**config.mk**
```make
export PLATFORM = sky130hd
export DESIGN_NAME = rc5_key_sched_ctrl_flat
export DESIGN_NICKNAME = d
export VERILOG_FILES = /design/src/rtl/rc5_key_sched_ctrl_if.sv /design/src/rtl/rc5_key_sched_ctrl.sv /design/src/flat_wrapper.sv
export SDC_FILE = /design/constraint.sdc
export NUM_CORES = 1
export LEC_CHECK = 0
export CAP_MARGIN = 20
export CELL_PAD_IN_SITES_DETAIL_PLACEMENT = 0
export CELL_PAD_IN_SITES_GLOBAL_PLACEMENT = 1
export CORE_MARGIN = 2
export CORE_UTILIZATION = 14
export DETAILED_ROUTE_END_ITERATION = 8
export GPL_TIMING_DRIVEN = 0
export PLACE_DENSITY = 0.84
export SETUP_SLACK_MARGIN = 0.4
export SLEW_MARGIN = 20
export SYNTH_ARGS = -nofsm -noshare
export SYNTH_HDL_FRONTEND = slang
export SYNTH_SLANG_ARGS = --single-unit
```
**constraint.sdc**
```tcl
create_clock -name clk -period 3.9 [get_ports clk]
set_input_delay 0.78 -clock clk [delete_from_list [all_inputs] [get_ports clk]]
set_output_delay 0.78 -clock clk [all_outputs]
set_load 0.005 [all_outputs]
```
**src/rtl/rc5_key_sched_ctrl_if.sv**
```systemverilog
// Handshake and L RAM write-port bundle for the RC5 key-schedule controller.
// slave = the controller; master = the engines/environment that drive it.
interface rc5_key_sched_ctrl_if #(
    parameter int W = 32,
    parameter int C = 4
);
    localparam int C_LENGTH = $clog2(C);

    logic                start;
    logic                ready;
    logic                done;
    logic [2:0]          phase;
    logic                l_start;
    logic                s_start;
    logic                mix_start;
    logic                l_done;
    logic                s_done;
    logic                mix_done;
    logic [C_LENGTH-1:0] l_op_addr;
    logic [W-1:0]        l_op_data;
    logic                l_op_we;
    logic [C_LENGTH-1:0] mix_addr;
    logic [W-1:0]        mix_data;
    logic                mix_we;
    logic [C_LENGTH-1:0] lram_addr;
    logic [W-1:0]        lram_data;
    logic                lram_we;
    logic                timeout_err;

    modport slave (
        input  start, l_done, s_done, mix_done,
        input  l_op_addr, l_op_data, l_op_we, mix_addr, mix_data, mix_we,
        output ready, done, phase, l_start, s_start, mix_start,
        output lram_addr, lram_data, lram_we, timeout_err
    );

    modport master (
        output start, l_done, s_done, mix_done,
        output l_op_addr, l_op_data, l_op_we, mix_addr, mix_data, mix_we,
        input  ready, done, phase, l_start, s_start, mix_start,
        input  lram_addr, lram_data, lram_we, timeout_err
    );
endinterface

```
**src/rtl/rc5_key_sched_ctrl.sv**
```systemverilog
// Sequences the RC5 L-conversion, S-init and mixing engines and arbitrates L RAM port A.
// Optional per-phase watchdog: define RC5_KEY_SCHED_TIMEOUT_EN.
module rc5_key_sched_ctrl #(
    parameter int W       = 32,
    parameter int C       = 4,
    parameter int TIMEOUT = 1023
) (
    input logic               clk,
    input logic               rst,
    rc5_key_sched_ctrl_if.slave bus
);
    localparam int C_LENGTH = $clog2(C);

    typedef enum logic [2:0] {
        IDLE    = 3'd0,
        L_RUN   = 3'd1,
        S_RUN   = 3'd2,
        MIX_RUN = 3'd3,
        FINISH  = 3'd4
    } state_e;

    state_e state_q;
    logic   l_start_q, s_start_q, mix_start_q, done_q;
    logic   own_done, launch, adv, accept, expired;

    logic                lram_we_d;
    logic [C_LENGTH-1:0] lram_addr_d;
    logic [W-1:0]        lram_data_d;

    // The launch-pulse cycle is exactly when the engine's done must be ignored.
    assign launch = l_start_q | s_start_q | mix_start_q;
    assign accept = (state_q == IDLE) && bus.start;

    always_comb begin
        own_done = 1'b0;
        case (state_q)
            L_RUN:   own_done = bus.l_done;
            S_RUN:   own_done = bus.s_done;
            MIX_RUN: own_done = bus.mix_done;
            default: own_done = 1'b0;
        endcase
    end

    assign adv = own_done && !launch;

`ifdef RC5_KEY_SCHED_TIMEOUT_EN
    localparam int             WDW     = $clog2(TIMEOUT + 1);
    localparam logic [WDW-1:0] WD_LAST = WDW'(TIMEOUT - 1);

    logic [WDW-1:0] wd_q;
    logic           tmo_q;
    logic           running;

    assign running = (state_q == L_RUN) || (state_q == S_RUN) || (state_q == MIX_RUN);
    assign expired = running && (wd_q == WD_LAST);

    // wd_q reads 0 in the first cycle of a phase, so the phase lasts TIMEOUT cycles at most.
    always_ff @(posedge clk) begin
        if (rst) begin
            wd_q  <= '0;
            tmo_q <= 1'b0;
        end else begin
            if (accept || adv || !running) wd_q <= '0;
            else                           wd_q <= wd_q + 1'b1;
            if (accept)                    tmo_q <= 1'b0;
            else if (expired && !adv)      tmo_q <= 1'b1;
        end
    end

    assign bus.timeout_err = tmo_q;
`else
    // No watchdog in this build; the flag is constant low for any legal TIMEOUT.
    assign expired         = 1'b0;
    assign bus.timeout_err = (TIMEOUT < 0);
`endif

    always_ff @(posedge clk) begin
        if (rst) begin
            state_q     <= IDLE;
            l_start_q   <= 1'b0;
            s_start_q   <= 1'b0;
            mix_start_q <= 1'b0;
            done_q      <= 1'b0;
        end else begin
            l_start_q   <= 1'b0;
            s_start_q   <= 1'b0;
            mix_start_q <= 1'b0;
            done_q      <= 1'b0;
            case (state_q)
                IDLE: if (accept) begin
                    state_q   <= L_RUN;
                    l_start_q <= 1'b1;
                end
                L_RUN: if (adv) begin
                    state_q   <= S_RUN;
                    s_start_q <= 1'b1;
                end else if (expired) state_q <= IDLE;
                S_RUN: if (adv) begin
                    state_q     <= MIX_RUN;
                    mix_start_q <= 1'b1;
                end else if (expired) state_q <= IDLE;
                MIX_RUN: if (adv) begin
                    state_q <= FINISH;
                    done_q  <= 1'b1;
                end else if (expired) state_q <= IDLE;
                default: state_q <= IDLE;
            endcase
        end
    end

    // Only the phase owner reaches the RAM; everyone else is masked to zero.
    always_comb begin
        lram_we_d   = 1'b0;
        lram_addr_d = '0;
        lram_data_d = '0;
        if (state_q == L_RUN) begin
            lram_we_d   = bus.l_op_we;
            lram_addr_d = bus.l_op_addr;
            lram_data_d = bus.l_op_data;
        end else if (state_q == MIX_RUN) begin
            lram_we_d   = bus.mix_we;
            lram_addr_d = bus.mix_addr;
            lram_data_d = bus.mix_data;
        end
    end

    assign bus.lram_we   = lram_we_d;
    assign bus.lram_addr = lram_addr_d;
    assign bus.lram_data = lram_data_d;

    assign bus.ready     = (state_q == IDLE);
    assign bus.done      = done_q;
    assign bus.phase     = state_q;
    assign bus.l_start   = l_start_q;
    assign bus.s_start   = s_start_q;
    assign bus.mix_start = mix_start_q;
endmodule

```
**src/flat_wrapper.sv**
```systemverilog
// flat-port wrapper written by rule: the top's interface ports become plain ports
module rc5_key_sched_ctrl_flat 
#(
    parameter int W       = 32,
    parameter int C       = 4,
    parameter int TIMEOUT = 1023
)
  (clk, rst, bus_start, bus_l_done, bus_s_done, bus_mix_done, bus_l_op_addr, bus_l_op_data, bus_l_op_we, bus_mix_addr, bus_mix_data, bus_mix_we, bus_ready, bus_done, bus_phase, bus_l_start, bus_s_start, bus_mix_start, bus_lram_addr, bus_lram_data, bus_lram_we, bus_timeout_err);
  rc5_key_sched_ctrl_if #(.W(W), .C(C)) bus_i ();
  input logic clk;
  input logic rst;
  input wire logic [$bits(bus_i.start)-1:0] bus_start;
  input wire logic [$bits(bus_i.l_done)-1:0] bus_l_done;
  input wire logic [$bits(bus_i.s_done)-1:0] bus_s_done;
  input wire logic [$bits(bus_i.mix_done)-1:0] bus_mix_done;
  input wire logic [$bits(bus_i.l_op_addr)-1:0] bus_l_op_addr;
  input wire logic [$bits(bus_i.l_op_data)-1:0] bus_l_op_data;
  input wire logic [$bits(bus_i.l_op_we)-1:0] bus_l_op_we;
  input wire logic [$bits(bus_i.mix_addr)-1:0] bus_mix_addr;
  input wire logic [$bits(bus_i.mix_data)-1:0] bus_mix_data;
  input wire logic [$bits(bus_i.mix_we)-1:0] bus_mix_we;
  output wire logic [$bits(bus_i.ready)-1:0] bus_ready;
  output wire logic [$bits(bus_i.done)-1:0] bus_done;
  output wire logic [$bits(bus_i.phase)-1:0] bus_phase;
  output wire logic [$bits(bus_i.l_start)-1:0] bus_l_start;
  output wire logic [$bits(bus_i.s_start)-1:0] bus_s_start;
  output wire logic [$bits(bus_i.mix_start)-1:0] bus_mix_start;
  output wire logic [$bits(bus_i.lram_addr)-1:0] bus_lram_addr;
  output wire logic [$bits(bus_i.lram_data)-1:0] bus_lram_data;
  output wire logic [$bits(bus_i.lram_we)-1:0] bus_lram_we;
  output wire logic [$bits(bus_i.timeout_err)-1:0] bus_timeout_err;
  assign bus_i.start = bus_start;
  assign bus_i.l_done = bus_l_done;
  assign bus_i.s_done = bus_s_done;
  assign bus_i.mix_done = bus_mix_done;
  assign bus_i.l_op_addr = bus_l_op_addr;
  assign bus_i.l_op_data = bus_l_op_data;
  assign bus_i.l_op_we = bus_l_op_we;
  assign bus_i.mix_addr = bus_mix_addr;
  assign bus_i.mix_data = bus_mix_data;
  assign bus_i.mix_we = bus_mix_we;
  assign bus_ready = bus_i.ready;
  assign bus_done = bus_i.done;
  assign bus_phase = bus_i.phase;
  assign bus_l_start = bus_i.l_start;
  assign bus_s_start = bus_i.s_start;
  assign bus_mix_start = bus_i.mix_start;
  assign bus_lram_addr = bus_i.lram_addr;
  assign bus_lram_data = bus_i.lram_data;
  assign bus_lram_we = bus_i.lram_we;
  assign bus_timeout_err = bus_i.timeout_err;
  rc5_key_sched_ctrl #(.W(W), .C(C), .TIMEOUT(TIMEOUT)) u_core (.clk(clk), .rst(rst), .bus(bus_i));
endmodule
```
==> impl_summary.md <==
Run status
The run finished with clean final reports.

STA
Timing would allow up to 0.3505 GHz. The setup-violating endpoint count in the final report is 0. At the pin with the least slew margin, the transition time is 528.4 ps. Setup repair after global routing left no endpoint under its margin. The final count of hold timing violations is 0. Measured against its own limit, the worst slew margin works out to between 60% and 70%. The number of pins with negative max-slew slack in the final report is 0. The part of the cycle the worst path needs is between 70% and 80%. Setup total negative slack on the finished layout was measured at 0 ps. For the final database, setup skew stands at 1.693 ps. The clock period minus final worst setup slack is 2853 ps.

Synthesis
Averaged over all synthesized cells, the footprint is 10.04 µm². The cell area that synthesis handed to floorplanning was between 700 and 800 µm². Counting flops and latches in the post-synthesis netlist gives 7. The synthesized net count is 148.

Synthesis handed over a netlist of 72 instances. The number of distinct library cells after synthesis is 21. The share of synthesized area occupied by flip-flops and latches is between 10% and 20%.

The total of warnings raised by yosys is 0.

Clock network
TritonCTS built the clock tree. In this run, CTS created clock tree buffers numbering 3. The root buffer cell chosen for the clock tree is sky130_fd_sc_hd__clkbuf_8. The number of H-tree branching levels is 1.

The post-cts gate resize count is 0. In this run, post-CTS hold repair placed 0 buffers. The buffers inserted during post-CTS setup optimization is 0.

The clock transition at the register clock pins on the worst setup and hold paths after CTS is 40 ps. The number of sinks driven by the clock tree is 7. Clock latency on the worst-skew pair, taken at its later pin, is 220 ps. The longest clock path from root to sink contains 2 buffers.

Cells and area
The number of fill cells in the layout is 523. The repair_antennas step left the layout with diodes totalling 0. The area growth from synthesis to layout is 181.7%. The post-route netlist has 24.74% of its cells at a drive strength greater than 1. The final standard cell count with taps included and fillers excluded is about 260.

For this run, the post-layout net count is between 200 and 300.

Die
The row count is 26. The die height is 75.87 µm. The placeable core region is 0.005042 mm².

In this run the horizontal extent of the chip is around 76 µm. The count of pins on the block boundary is 120. The total die area is between 0.005 and 0.006 mm².

Once the floorplan was initialized, standard cells occupied 14.34% of the core.

Global routing
The number of antenna violations at the first check in global routing was 0. In the global route stage, overall resource usage came out at just under 10%. The wire length of the first global-routing pass is 4347 µm. The total overflow left after global routing is 0. The largest net degree at the start of global routing is 11.

The via count of the first global-routing pass was 962.

Detailed routing
In the final routed layout, each cell accounts on average for 12.92 µm. In the routed design, unresolved DRC markers number 0. For this block, the routed nets add up to 3412 µm of wire.

The number of nets with antenna violations after detailed routing is 0. The number of iterations in the first detailed-routing pass is 4. The via count is ~1100.

The violation count after the first detailed-route iteration is 28. In the routed layout, each cell is associated on average with a via count of 4.193.

Place
At the end of routability-driven placement, the weighted congestion stood at 0.7094. Once detailed placement completed, the half-perimeter wirelength came to 2844 µm. The cell total after placement is 260. The count of buffers added on input and output ports is 118.

Min path
The worst hold-check path type is reg -> reg.

Critical path
The critical path goes through buf_4 > nand2_1 > nor2_2 > buf_6 > a22o_2 > clkdlybuf4s50_1. The startpoint-to-endpoint class of the critical path is reg -> out. The worst setup path is launched from a register. At the worst endpoint, the required time is 3120 ps. The slowest stage of the critical path belongs to the cell sky130_fd_sc_hd__clkdlybuf4s50_1. The delay of the slowest critical-path stage is 520 ps. The element type at the critical path end is a primary output. In this run the worst path has a maximum fanout of 10.

STA puts the critical path data arrival time at 2070 ps.

Power and ir drop
The analysis attributes to cell leakage a power of 0.7759 nW. Across the VDD grid, the largest voltage drop is 0.07945 mV. In this run the power density over the cells is 248.3 mW/mm².

Job
The tool flagged a number of max-cap violations equal to 0.
## per-layer routing
metal | GRT usage [%] | wire [µm] | up-vias | share of wire (%)
li1 | - | - | 538 | -
met1 | 10.61 | 1261 | 501 | 37
met2 | 17.72 | 1654 | 66 | 48
met3 | 3.042 | 460 | 2 | 13
met4 | 3.509 | 35 | 0 | 1.0
met5 | 0 | 0 | - | 0
## cell type report
type                    instances  area, µm²  share of cell area [%]
well taps                      70      87.58                   4.300
plain buffers                   8      82.58                   4.054
repair buffers                118       1181                   57.99
clock buffers                   4      45.04                   2.211
multi-input cells              57      500.5                   24.57
flip-flops and latches          7      140.1                   6.880
## flip-flops by register name, indices dropped and copies added, names as in the netlist
register and cells:
u_core.bus.phase 3, u_core.bus.s_start 1, u_core.bus.l_start 1, u_core.bus.mix_start 1, u_core.bus.done 1
## layout by cell type (no fill, tap or decap), drive strengths merged, types with 2 or more instances in the layout
master / n
buf: 8
nand2: 2
nor3: 3
nor2b: 2
and4b: 2
clkdlybuf4s50: 118
dfxtp: 7
a22o: 35
nor2: 3
clkbuf: 4
## final timing paths
kind / start / slack [ps] / cells after the start / endpoint
min reg2reg: u_core.bus.mix_start / 620 / 3 / u_core.bus.s_start
max: u_core.bus.phase[1] / 1050 / 6 / bus_lram_data[27]
min: u_core.bus.mix_start / 620 / 3 / u_core.bus.s_start
max reg2reg: u_core.bus.phase[1] / 2570 / 4 / u_core.bus.phase[2]
## metrics by stage
| step | hold slack, ps | util, % | setup WS (ps) | total power [mW] | area (µm²) |
|---|---|---|---|---|---|
| floorplan | 581.9 | - | 1981 | 0.2069 | 723.2 |
| global placement | 624.8 | 39.50 | 1227 | 0.4082 | 1992 |
| detailed placement | 619.1 | 39.50 | 1227 | 0.4096 | 1992 |
| CTS | 622.7 | 40.40 | 990.6 | 0.5129 | 2037 |
| global route | 661.5 | 40.40 | 902.7 | 0.5413 | 2037 |
| finish | 623.6 | 40.40 | 1047 | 0.5057 | 2037 |
## cells in the mapped netlist, drive strengths merged
master	count	area [µm²]
a22o	35	347.8
buf	8	82.57
dfxtp	7	140.1
nor2	3	13.77
nor3	3	15.01
and4b	2	20.02
nand2	2	7.510
nor2b	2	12.51
a21oi	1	5.000
and2	1	6.260
and3	1	6.260
conb	1	3.750
mux2	1	11.26
mux2i	1	10.01
nand3	1	5.000
nor3b	1	18.77
o311a	1	11.26
or3	1	6.260
## critical path: cells and delay by family (launching register included)
kind	cells	cell delay (ps)
buffers and inverters	3	900
and+or+nand+nor	2	500
DFF	1	320
AOI/OAI and AO/OA	1	130
## cells by family after synthesis
family          share of synthesized area [%]
other cells                            0.5185
flops                                   19.38
simple gates                            15.40
compound gates                          50.35
buf+inv                                 11.42
mux                                     2.941
## report_power, final
group / total (mW) / internal, mW / switching [mW]
logic: 0.323 / 0.228 / 0.0944
clock network: 0.101 / 0.0706 / 0.0301
registers: 0.0822 / 0.0771 / 0.00512
total: 0.506 / 0.376 / 0.130
Power figures use the tool's default switching activity.
